==> src/rtl/mult_pkg.sv <==
// Shared types and defaults for the sequential shift-and-add multiplier.
package mult_pkg;

  localparam int MULT_N_DEF = 4;

  typedef enum logic [1:0] {
    IDLE = 2'd0,
    RUN  = 2'd1,
    DONE = 2'd2
  } mult_state_t;

endpackage

==> src/rtl/mult_ctrl.sv <==
// Control FSM for seq_shift_add_mult: IDLE -> (RUN ->) DONE -> IDLE.
// finish marks the edge that enters DONE, used for the final sign fix-up.
module mult_ctrl
  import mult_pkg::*;
(
  input  logic clk,
  input  logic clr_n,
  input  logic start,
  input  logic b_zero,
  input  logic rb_next_zero,
  output logic load,
  output logic step,
  output logic busy,
  output logic done,
  output logic finish
);

  mult_state_t state_q, state_d;

  // state register
  always_ff @(posedge clk or negedge clr_n) begin
    if (!clr_n) state_q <= IDLE;
    else        state_q <= state_d;
  end

  // next-state: a zero multiplier skips RUN entirely
  always_comb begin
    state_d = state_q;
    case (state_q)
      IDLE:    if (start) state_d = b_zero ? DONE : RUN;
      RUN:     if (rb_next_zero) state_d = DONE;
      DONE:    state_d = IDLE;
      default: state_d = IDLE;
    endcase
  end

  // outputs: start only matters in IDLE, so busy cycles ignore it
  always_comb begin
    load   = (state_q == IDLE) && start;
    step   = (state_q == RUN);
    busy   = (state_q == RUN) || (state_q == DONE);
    done   = (state_q == DONE);
    finish = (load && b_zero) || (step && rb_next_zero);
  end

endmodule

==> src/rtl/seq_shift_add_mult.sv <==
// Sequential N x N -> 2N shift-and-add multiplier with early termination.
// Optional build macro MULT_SIGNED_EN adds signed_op (two's complement via
// magnitude multiply plus a negate on the finishing edge).
module seq_shift_add_mult
  import mult_pkg::*;
#(
  parameter int N = MULT_N_DEF
) (
  input  logic           clk,
  input  logic           clr_n,
  input  logic           start,
  input  logic [N-1:0]   a,
  input  logic [N-1:0]   b,
`ifdef MULT_SIGNED_EN
  input  logic           signed_op,
`endif
  output logic           busy,
  output logic           done,
  output logic [2*N-1:0] p
);

  logic [2*N-1:0] ra;
  logic [N-1:0]   rb;
  logic [N-1:0]   a_mag, b_mag;
  logic [2*N-1:0] p_nxt;
  logic           load, step, finish;
  logic           b_zero, rb_next_zero;

  assign b_zero       = (b == '0);
  assign rb_next_zero = (rb[N-1:1] == '0);
  assign p_nxt        = rb[0] ? (p + ra) : p;

  mult_ctrl u_ctrl (
    .clk          (clk),
    .clr_n        (clr_n),
    .start        (start),
    .b_zero       (b_zero),
    .rb_next_zero (rb_next_zero),
    .load         (load),
    .step         (step),
    .busy         (busy),
    .done         (done),
    .finish       (finish)
  );

`ifdef MULT_SIGNED_EN
  logic neg, neg_in;

  // operand magnitudes; -2^(N-1) maps to 2^(N-1), which still fits unsigned
  always_comb begin
    a_mag  = a;
    b_mag  = b;
    neg_in = 1'b0;
    if (signed_op) begin
      if (a[N-1]) a_mag = -a;
      if (b[N-1]) b_mag = -b;
      neg_in = a[N-1] ^ b[N-1];
    end
  end

  // datapath: load, shift/accumulate, negate on the last step if needed
  always_ff @(posedge clk or negedge clr_n) begin
    if (!clr_n) begin
      ra  <= '0;
      rb  <= '0;
      p   <= '0;
      neg <= 1'b0;
    end else if (load) begin
      ra  <= {{N{1'b0}}, a_mag};
      rb  <= b_mag;
      p   <= '0;
      neg <= neg_in;
    end else if (step) begin
      ra <= ra << 1;
      rb <= rb >> 1;
      if (finish) p <= neg ? -p_nxt : p_nxt;
      else        p <= p_nxt;
    end
  end
`else
  assign a_mag = a;
  assign b_mag = b;

  // datapath: load, then shift/accumulate one multiplier bit per RUN cycle
  always_ff @(posedge clk or negedge clr_n) begin
    if (!clr_n) begin
      ra <= '0;
      rb <= '0;
      p  <= '0;
    end else if (load) begin
      ra <= {{N{1'b0}}, a_mag};
      rb <= b_mag;
      p  <= '0;
    end else if (step) begin
      ra <= ra << 1;
      rb <= rb >> 1;
      p  <= p_nxt;
    end
  end
`endif

endmodule

==> config.mk <==
export PLATFORM = sky130hd
export DESIGN_NAME = seq_shift_add_mult
export DESIGN_NICKNAME = d
export VERILOG_FILES = /design/src/rtl/mult_pkg.sv /design/src/rtl/mult_ctrl.sv /design/src/rtl/seq_shift_add_mult.sv
export SDC_FILE = /design/constraint.sdc
export NUM_CORES = 1
export LEC_CHECK = 0
export CELL_PAD_IN_SITES_DETAIL_PLACEMENT = 1
export CELL_PAD_IN_SITES_GLOBAL_PLACEMENT = 1
export CORE_ASPECT_RATIO = 0.8
export CORE_UTILIZATION = 44
export CTS_CLUSTER_SIZE = 28
export DETAILED_ROUTE_END_ITERATION = 8
export PLACE_DENSITY = 0.79
export SLEW_MARGIN = 15
export SYNTH_ARGS = -nofsm -noshare
export SYNTH_HDL_FRONTEND = slang
export SYNTH_SLANG_ARGS = --single-unit
==> constraint.sdc <==
create_clock -name clk -period 3 [get_ports clk]
set_input_delay 0.75 -clock clk [delete_from_list [all_inputs] [get_ports clk]]
set_output_delay 0.75 -clock clk [all_outputs]
set_load 0.02 [all_outputs]
==> reports/qor.csv, run 1 <==
metric,value,unit
period_minus_slack,2390,ps
areaGrowthSynthToFinish,19.0,%
route.detailed.drc,0,
die_h,52.3,um
synthCells,143,
tightest_slew,437,ps
die_w,64.9,um
hold_viol_final,0,
tns,0,ps
crit_chain,inv_1 > ha_1 > clkdlybuf4s50_1,
finalCritPeriodShare,79.5,%
dr.pass1.iters,4,
min_path_type,reg -> reg,
synth_fp_nets,165,
clk_pin_slew,80,ps
post_cts_resize_count,0,
syn_area,1390,um2
cts.sinks,22,
clock_latency,260,ps
path_class,reg -> out,
synth_edf_count,0,
routed_wirelength,3270,um
final_antenna_net_count,0,
coreArea,2870,um2
antenna_found_initial,0,
grt_pass1_vias,1202,
cts_tree,yes,
dp.cells,197,
avgViaCountPerCell,5.54,
numCtsBuffers,3,
drtIter0Drc,54,
start_kind,flip-flop,
grt_pass1_wl,5960,um
cts_hold_buf,0,
ir_drop,0.512,mV
cp.arrival,1640,ps
drive_gt1_share,8.64,%
n_antenna_cell,0,
avgSynthCellArea,9.73,um2
fillers,343,
synth_top_area_cell,dfrtp_1,
core.rowCount,17,
synth_common_cells,"dfrtp_1, nand2_1, mux2i_1",
slew_violations,0,
dieArea,3390,um2
final_cells,200,
path_max_fanout,3,
gp_congestion,0.895,
seq_area_frac_synth,39.6,%
leakagePower,0.703,nW
setup_viol,0,
synth_area_leaders,"dfrtp_1, ha_1, mux2i_1, nand2_1, nor2_1",
status,finished clean,
hpwlAfterDp,2540,um
hold_ws,549,ps
clockBufferDepth,2,
fmax,419,MHz
required,2250,ps
finClkSkew,2.15,ps
ys_ff_latch,22,
cts_root_buf,clkbuf_8,
synth_flop_cell,dfrtp_1,
synth.distinct_cells,42,
synth_top_area_share,39.6,%
rsz0062_at_grt,no,
via_count,1107,
yosysMostFrequentCell,dfrtp_1,
yosysWarnings,0,
nNetsFinal,186,
slew-limit-headroom,70.5,%
maxCapViolations,0,
synthArstFlopShare,100,%
ios,21,
end_kind,primary output,
port_buffers,20,
critical_path.slowest_cell,clkdlybuf4s50_1,
htree_levels,1,
utilization,57.6,%
grt_max_degree,23,
p_per_area,919,nW/um2
initial_core_util,48.5,%
crit_path_max_incr_delay,600,ps
grt_overflow,0,
postCtsSetupBuffers,0,
grtUsageTotal,23.7,%
routedWlPerCell,16.4,um
fin_total_pwr,1.52,mW
[sequential cells by signal (all words and copies together), names as in the netlist]
signal / cells
p: 8
ra: 8
rb: 4
u_ctrl.state_q: 2
[where the power goes]
part	total (mW)	internal, mW	switching [mW]
Combinational	0.828	0.367	0.461
Sequential	0.510	0.410	0.101
Clock	0.182	0.0897	0.0927
[layer usage]
layer | up-vias | GRT usage, % | routed length (um)
met4 | 0 | 8.89 | 42
met1 | 537 | 32.1 | 1570
li1 | 544 | - | -
met3 | 6 | 4.78 | 110
met2 | 20 | 37.5 | 1550
met5 | - | 0 | 0
[layout by cell type, fill, tap and decap left out, drive strengths merged, types with 3 or more instances in the layout]
cell type	synthesis	final
dfrtp	22	22
clkdlybuf4s50	0	20
nand2	19	19
mux2i	12	12
nor2	11	11
ha	10	10
o21ai	10	10
a21oi	7	7
inv	6	6
nor3	4	4
nand3	3	3
clkbuf	0	3
buf	7	3
and2	3	3
a211oi	3	3
[critical path: cells and delay by family, from the launching register on]
family | cells | cell delay (ps)
adder cells (fa/ha/maj) | 1 | 300
flip-flops | 1 | 380
buffers and inverters | 2 | 690
[metrics by stage]
stage               setup WS (ps)  instance area (um2)
floorplan                    1040                 1390
detailed placement            788                 1610
global placement              849                 1610
CTS                           592                 1660
global route                  548                 1660
finish                        615                 1660
[cell type report]
class                      instances  area, um2  area share, %
inverter                           6       22.5           1.36
tap                               38       47.5           2.87
timing repair buffer              23        223           13.5
multi-input combinational        108        771           46.6
sequential                        22        551           33.3
clock buffer                       3       41.3           2.49
[path summary, 6_finish.rpt]
| kind | to | startpoint | slack (ps) | cells past startpoint |
|---|---|---|---|---|
| worst max-delay path | busy | u_ctrl.state_q[0] | 610 | 3 |
| worst min register to register | u_ctrl.state_q[1] | u_ctrl.state_q[1] | 550 | 2 |
| worst min-delay path | u_ctrl.state_q[1] | u_ctrl.state_q[1] | 550 | 2 |
| min in group asynchronous | p[3] | clr_n | 840 | 2 |
| worst max register to register | p[6] | ra[0] | 970 | 8 |
| max in group asynchronous | rb[2] | clr_n | 1930 | 2 |
[kinds of logic after synthesis]
| kind of cell | count (synthesis) | synth area share [%] |
|---|---|---|
| flip-flops | 22 | 39.6 |
| adder cells (fa/ha/maj) | 11 | 10.4 |
| multiplexers | 12 | 8.63 |
| buffers and inverters | 13 | 5.04 |
| AND/OR/NAND/NOR | 50 | 18.8 |
| AO/OA/AOI/OAI | 35 | 17.5 |
Power figures use the tool's default switching activity.
==> inputs of run 2 (changes only) <==
- CORE_UTILIZATION: 44 -> 41
- PLACE_DENSITY: 0.79 -> 0.75
- clock period: 3 -> 2.4 ns (I/O delays scaled with it)
==> run 2 against run 1 <==
  * Die area increased by 7.1%
  * Sequential share of layout area fell by 0.47 points
  * Worst setup slack worse by 440 ps
  * Wire length rose by 5.2%
  * Register-to-register slack worse by 570 ps
  * Global-route usage decreased by 2.1 points
  * Core utilization decreased by 4.4 points
  * Total power rose by 29%
  * Count of clock-buffer cells in the layout up 1
  * Non-clock buffer count increased by 1
  * Via count increased by 0.18%
==> reports/qor.csv, run 2 (synthesis results as in run 1) <==
metric,value,unit,change
status,finished clean,,
cp.arrival,1620,ps,-20 ps
dieArea,3630,um2,+7.1%
min_path_type,reg -> reg,,
avgViaCountPerCell,5.44,,-1.8%
htree_levels,1,,unchanged
cts_tree,yes,,
finClkSkew,10.4,ps,+8.25 ps
route.detailed.drc,0,,unchanged
start_kind,flip-flop,,
dp_slack,402,ps,-386 ps
ios,21,,unchanged
cts_hold_buf,0,,unchanged
layout_common_cells,"dfrtp_1, clkdlybuf4s50_1, nand2_1",,
ir_drop,0.611,mV,+19%
final_common_cell,dfrtp_1,,
initial_core_util,44.1,%,-4.3 points
seq_power_share,32.9,%,-0.7 points
crit_chain,inv_1 > ha_1 > clkdlybuf4s50_1,,
sw_frac_of_total,42.5,%,-0.52 points
end_kind,primary output,,
final_cell_area,1680,um2,+1.4%
nNetsFinal,187,,+0.54%
via_count,1109,,+0.18%
finalCritPeriodShare,92.7,%,
antenna_found_initial,0,,unchanged
critical_path.top_delay_family,buffers and inverters,,
p_comb_share,53.5,%,-0.9 points
drtIter0Drc,22,,-59%
wl_met2,1650,um,+6.9%
hold_viol_final,0,,unchanged
wl_met3,67,um,-39%
grt_overflow,0,,unchanged
grt_pass1_vias,1158,,-3.7%
fmax,450,MHz,
grt_pass1_wl,5680,um,-4.7%
slew-limit-headroom,69.4,%,-1.1 points
maxCapViolations,0,,unchanged
final_cells,204,,+2.0%
clockBufferDepth,2,,unchanged
gp_congestion,0.768,,-14%
crit_path_max_incr_delay,600,ps,about the same
placedInstanceArea,1620,um2,+0.62%
largestRegisters,"p (8), ra (8), rb (4)",,
tns,0,ps,unchanged
path_class,reg -> out,,
clk_pin_slew,80,ps,about the same
cts.sinks,22,,unchanged
cp_num_buf_inv,2,,unchanged
met1_length,1630,um,+3.8%
internal_power,1.13,mW,+30%
critical_path.slowest_cell,clkdlybuf4s50_1,,
period_minus_slack,2220,ps,
clock_latency,260,ps,about the same
rsz0062_at_grt,no,,
grtUsageTotal,21.6,%,-2.1 points
power.switching,0.833,mW,+27%
slew_violations,0,,unchanged
numCtsBuffers,3,,unchanged
final_antenna_net_count,0,,unchanged
dr.pass1.iters,4,,unchanged
n_antenna_cell,0,,unchanged
port_buffers,20,,unchanged
grt_max_degree,23,,unchanged
die_w,67.1,um,+3.5%
drive_gt1_share,9.76,%,+1.1 points
clkPwrFrac,13.5,%,+1.5 points
setup_viol,0,,unchanged
post_cts_resize_count,0,,unchanged
core.rowCount,18,,+1
routedWlPerCell,16.9,um,+3.1%
fin_ws,176,ps,-438 ps
hpwlAfterDp,2650,um,+4.1%
die_h,54.1,um,+3.5%
areaGrowthSynthToFinish,20.7,%,
p_per_area,1170,nW/um2,+27%
leakagePower,0.715,nW,+1.8%
top_layer,met4,,
coreArea,3150,um2,+9.8%
cts_root_buf,clkbuf_8,,
routed_wirelength,3440,um,+5.2%
required,1800,ps,-450 ps
fin_total_pwr,1.96,mW,+29%
dp.cells,200,,+1.5%
postCtsSetupBuffers,0,,unchanged
tightest_slew,453,ps,+16.1 ps
path_max_fanout,3,,unchanged
==> run 2: cell count changes in the layout (fill, tap and decap cells not counted) <==
cell      before  now
clkbuf_8       3    4
buf_4          3    4
==> run 2: power by group through the flow <==
stage	sequential, mW	combinational (mW)	clock (mW)
after floorplan	0.664	0.691	0
after global placement	0.640	0.991	0
after detailed placement	0.655	1.04	0
after CTS	0.648	1.05	0.278
after global routing	0.666	1.15	0.288
final	0.645	1.05	0.265
==> run 2: worst paths after layout <==
check	startpoint	to	slack, ps	cells after the start
worst max-delay path	u_ctrl.state_q[0]	busy	180	3
worst min-delay path	p[3]	p[3]	550	2
worst max register to register	ra[0]	p[6]	400	8
worst min register to register	p[3]	p[3]	550	2
max in group asynchronous	clr_n	ra[7]	1460	2
min in group asynchronous	clr_n	p[3]	690	2
==> run 2: final cells by class <==
cell class | count | area [um2]
Tap cell | 40 | 50.0
Timing Repair Buffer | 24 | 230
Inverter | 6 | 22.5
Fill cell | 351 | 1470
Sequential cell | 22 | 551
Multi-Input combinational cell | 108 | 771
Clock buffer | 4 | 55.1
==> run 2: metal layers <==
layer	track usage [%]	vias to the layer above
met5	0	-
met1	28.6	533
met3	3.81	8
li1	-	549
met4	8.16	0
met2	35.3	19
==> run 2: per-stage QoR <==
step	hold WS [ps]	util, %
detailed placement	547	51.5
floorplan	304	-
CTS	568	53.3
global placement	524	51.5
finish	554	53.3
global route	581	53.3
==> run 2: tightest hold or removal path, cell delays in order, from the launching register on <==
cell and delay (ps):
dfrtp_1 400, nand2_1 60, a21oi_1 50
==> inputs of run 3 (changes only) <==
- ABC_AREA: unset -> 1
- ABC_CLOCK_PERIOD_IN_PS: unset -> 2400
- CORE_UTILIZATION: 41 -> 40
- SKIP_LAST_GASP: unset -> 1
==> run 3 against run 2 <==
  * Flip-flop and latch count unchanged
  * Global-route usage decreased by 1.3 points
  * Sequential share of layout area increased by 0.25 points
  * Clock skew decreased by 4.2 ps
  * Register-to-register slack improved by 230 ps
  * Die area increased by 2.1%
==> reports/qor.csv, run 3 <==
metric,value,unit,change
status,finished clean,,
synthCells,162,,+13%
ys_ff_latch,22,,unchanged
rsz0062_at_grt,no,,
p_per_area,1290,nW/um2,+11%
fmax,453,MHz,+0.79%
ios,21,,unchanged
yosysWarnings,0,,unchanged
avgViaCountPerCell,5.22,,-4.0%
clockBufferDepth,2,,unchanged
areaGrowthSynthToFinish,20.2,%,
dieArea,3710,um2,+2.1%
grtUsageTotal,20.4,%,-1.3 points
finalCritPeriodShare,91.9,%,-0.73 points
initial_core_util,43.3,%,-0.78 points
routed_wirelength,3280,um,-4.8%
grt.met2_usage,30.9,%,-4.5 points
cts.sinks,22,,unchanged
placedInstanceArea,1630,um2,about the same
postCtsSetupBuffers,0,,unchanged
final_cell_area,1670,um2,-0.75%
cts_root_buf,clkbuf_8,,
path_class,reg -> out,,
hold_viol_final,0,,unchanged
end_kind,primary output,,
crit_start,u_ctrl.state_q[0],,
grt_max_degree,23,,unchanged
largestRegisters,"p (8), ra (8), rb (4)",,
synth_flop_cell,dfrtp_1,,
utilization,52.1,%,-1.1 points
n_antenna_cell,0,,unchanged
min_path_type,reg -> reg,,
required,1800,ps,about the same
dr.pass1.iters,4,,unchanged
grt_overflow,0,,unchanged
clk_pin_slew,70,ps,about the same
core.rowCount,18,,unchanged
maxCapViolations,0,,unchanged
synth.distinct_cells,30,,-29%
syn_area,1390,um2,-0.36%
hpwlAfterDp,2600,um,-1.8%
slew-limit-headroom,67.5,%,-1.9 points
cp.arrival,1610,ps,about the same
start_kind,flip-flop,,
period_minus_slack,2210,ps,-17.4 ps
synth_area_leaders,"dfrtp_1, nand2_1, ha_1, nand3_1, inv_1",,
synth_edf_count,0,,unchanged
tns,0,ps,unchanged
nNetsFinal,208,,+11%
cts_hold_buf,0,,unchanged
r2r-start,ra[0],,
route.detailed.drc,0,,unchanged
synth_fp_nets,184,,+12%
coreArea,3200,um2,+1.4%
drive_gt1_share,12.0,%,+2.2 points
setup_viol,0,,unchanged
port_buffers,20,,unchanged
antenna_found_initial,0,,unchanged
seq_area_frac_synth,39.7,%,+0.14 points
die_h,54.7,um,+1.0%
slew_violations,0,,unchanged
final_common_cell,nand2_1,,
drtIter0Drc,44,,+100%
layout_common_cells,"nand2_1, dfrtp_1, clkdlybuf4s50_1",,
cts_tree,yes,,
htree_levels,1,,unchanged
via_count,1169,,+5.4%
clock_latency,260,ps,about the same
top_usage_layer,met2,,
post_cts_resize_count,0,,unchanged
ir_drop,0.518,mV,-15%
finClkSkew,6.16,ps,-4.24 ps
synth_common_cells,"nand2_1, dfrtp_1, inv_1",,
routedWlPerCell,14.6,um,-13%
hold_ws,516,ps,-37.6 ps
tightest_slew,488,ps,+34.8 ps
final_antenna_net_count,0,,unchanged
yosysMostFrequentCell,nand2_1,,
gp_congestion,0.809,,+5.3%
grt_pass1_wl,5360,um,-5.6%
avgSynthCellArea,8.56,um2,-12%
min_from,u_ctrl.state_q[1],,
numCtsBuffers,3,,unchanged
synth_top_area_cell,dfrtp_1,,
fin_ws,194,ps,+17.4 ps
synth_top_area_share,39.7,%,+0.14 points
die_w,67.8,um,+1.0%
grt_pass1_vias,1101,,-4.9%
synthArstFlopShare,100,%,unchanged
dp_slack,476,ps,+74.2 ps
path_max_fanout,3,,unchanged
grtUsageMet3,4.58,%,+0.77 points
use_met1,28.4,%,-0.20 points
leakagePower,0.849,nW,+19%
## run 3: cell count changes after synthesis, sizes merged, moves of 5 or more
cell and delta:
inv +16, buf -5, nand2 +26, mux2i -12
nand3 +15
## run 3: power breakdown
part           internal, mW  switching [mW]
combinational         0.504           0.739
clock                 0.112           0.118
sequential            0.534           0.142
## run 3: logic make-up (layout without fill, tap and decap cells)
family	after synthesis	count (layout)	share of synthesized area, %
and+or+nand+nor	75	75	28.4
AOI/OAI and AO/OA	27	27	11.8
buffers and inverters	24	46	7.67
DFF	22	22	39.7
adders and majority gates	11	11	10.5
xor gates and xnor gates	3	3	1.90
## run 3: worst max-delay path: stages (launching register included)
cell and delay (ps):
dfrtp_1 390, inv_1 80, ha_1 280, clkdlybuf4s50_1 600
## run 3: worst paths after layout
kind	to	slack, ps	cells past startpoint
worst max register to register	p[6]	630	11
min in group asynchronous	p[7]	690	2
max in group asynchronous	p[4]	1480	2
worst min register to register	u_ctrl.state_q[1]	520	2
worst max-delay path	busy	190	3
worst min-delay path	u_ctrl.state_q[1]	520	2
## run 3: area by class of cell
type	count	area (um2)
fillers	384	1530
multi-input cells	116	729
flip-flops and latches	22	551
repair buffers	21	208
inverters	22	87.6
well taps	40	50.0
clock buffers	3	41.3
## run 3: layer usage
metal  routed length [um]  up-vias
met5                    0        -
met4                   49        0
met3                  120        6
met2                 1470       26
met1                 1640      562
li1                     -      575
## run 3: stage by stage
step | power, mW | instances
2_1_floorplan | 1.55 | 162
3_3_place_gp | 1.87 | 221
3_5_place_dp | 1.93 | 221
4_1_cts | 2.17 | 224
5_1_grt | 2.34 | 224
6_report | 2.15 | 224
==> RTL change, RTL diff (flow settings as in run 2) <==
Add an input register stage for `start`; this delays it by one clock. The other inputs are not delayed to match. Comments in the files are not updated.
--- a/src/rtl/seq_shift_add_mult.sv
+++ b/src/rtl/seq_shift_add_mult.sv
@@ -19,6 +19,12 @@
   output logic [2*N-1:0] p
 );
 
+  logic start_q;
+
+  always_ff @(posedge clk) begin
+    start_q <= start;
+  end
+
   logic [2*N-1:0] ra;
   logic [N-1:0]   rb;
   logic [N-1:0]   a_mag, b_mag;
@@ -33,7 +39,7 @@
   mult_ctrl u_ctrl (
     .clk          (clk),
     .clr_n        (clr_n),
-    .start        (start),
+    .start        (start_q),
     .b_zero       (b_zero),
     .rb_next_zero (rb_next_zero),
     .load         (load),
Behaviour: not the same (a bounded check fails within 4 cycles, from zero or initial values).
==> RTL change against run 2 <==
  * Count of clock-buffer cells in the layout decreased by 1
  * Utilization down 0.26 points
  * Synthesized cell count increased by 0.70%
  * Worst setup slack gained 0.0085 ns
  * Highest routed layer unchanged
  * Hold slack improved by 0.011 ns
  * Critical path type unchanged
  * Sequential cell count up 1
  * Power shrank 3.4%
  * Synthesized area increased by 1.4%
  * Wire length shrank 3.0%
  * Critical path depth stayed put
  * Final area up 0.22%
  * Sequential share of layout area rose by 1.1 points
==> RTL change: results (changes against run 2) <==
skew_ns: 0.0109  # +0.000450 ns
synth_compound_area_share_pct: 17.3  # -0.25 points
worstMarginPinSlew_ns: 0.501  # +0.0476 ns
leakagePower_nw: 0.715  # about the same
yosysSeqAreaShare_pct: 40.4  # +0.86 points
drive_above_1_share_pct: 9.15  # -0.61 points
nFillCells: 362  # +3.1%
async_reset_ff_share_pct: 95.7  # -4.3 points
p_sw_w: 0.000807  # -3.1%
synth_cell_types: 43  # +2.4%
synth_area_leaders: "dfrtp_1 (39%), ha_1 (8.9%), mux2i_1 (8.5%), nand2_1 (5.1%), nor2_1 (2.9%)"
syn_area_per_cell_um2: 9.80  # +0.73%
grt_pass1_wl_mm: 5.46  # -3.8%
hpwl_mm: 2.55  # -3.6%
gp_congestion: 0.795  # +3.6%
hp-start: "u_ctrl.state_q[0]"
grt_pass1_vias: 1107  # -4.4%
yosys.area_share.adder_pct: 10.3  # -0.15 points
status: "finished clean"
syn-num-nets: 166  # +0.61%
vdd_drop_max_mv: 0.466  # -24%
whs_endpoint: "u_ctrl.state_q[0]"
vias_per_cell: 5.61  # +3.2%
wl_per_cell_um: 16.4  # -3.0%
detail_route.iter0.violations: 46  # +110%
whs_path_depth: 1  # -1
r2r_setup_slack_ns: 0.42  # +0.02 ns
synth.area.mux_share_pct: 8.51  # -0.12 points
[RTL change: changes by cell type after synthesis]
| cell | change |
|---|---|
| dfxtp_1 | +1 |
[RTL change: stage by stage]
stage	worst slack (ns)	area [um2]	hold WS, ns	power, W
floorplan	0.444	1410	0.304	0.00135
global placement	0.490	1640	0.523	0.00160
detailed placement	0.397	1640	0.545	0.00166
CTS	0.166	1680	0.571	0.00191
global route	0.0677	1680	0.580	0.00204
finish	0.185	1680	0.565	0.00189
[RTL change: how the worst max path moves through the flow]
stage	cells past startpoint	slack [ns]	to	from
2_1_floorplan	8	0.44	p[6]	p[0]
3_3_place_gp	4	0.49	u_ctrl.state_q[0]	b[3]
3_5_place_dp	4	0.40	u_ctrl.state_q[0]	b[3]
4_1_cts	3	0.17	busy	u_ctrl.state_q[0]
5_1_grt	3	0.07	busy	u_ctrl.state_q[0]
6_report	3	0.18	busy	u_ctrl.state_q[0]
[RTL change: power by group through the flow]
stage,registers [W],logic [W],clock network [W]
2_1_floorplan,0.000670,0.000676,0
4_1_cts,0.000650,0.00101,0.000251
3_3_place_gp,0.000649,0.000955,0
6_report,0.000649,0.000999,0.000244
3_5_place_dp,0.000659,0.000997,0
5_1_grt,0.000667,0.00110,0.000270
[RTL change: metal layers]
metal | global-route usage [%] | vias to the layer above | wire, um
li1 | - | 552 | -
met1 | 28.6 | 575 | 1690
met2 | 33.0 | 16 | 1550
met3 | 4.79 | 2 | 81
met4 | 3.19 | 0 | 12
met5 | 0 | - | 0
[RTL change: area by class of cell]
type                            instances  area, um2  share of cell area (%)
Multi-Input combinational cell        108        771                    45.8
Sequential cell                        23        571                    33.9
Timing Repair Buffer                   23        223                    13.2
Tap cell                               40       50.0                    2.97
Clock buffer                            3       41.3                    2.45
Inverter                                6       22.5                    1.34
Clock inverter                          1       5.00                   0.297
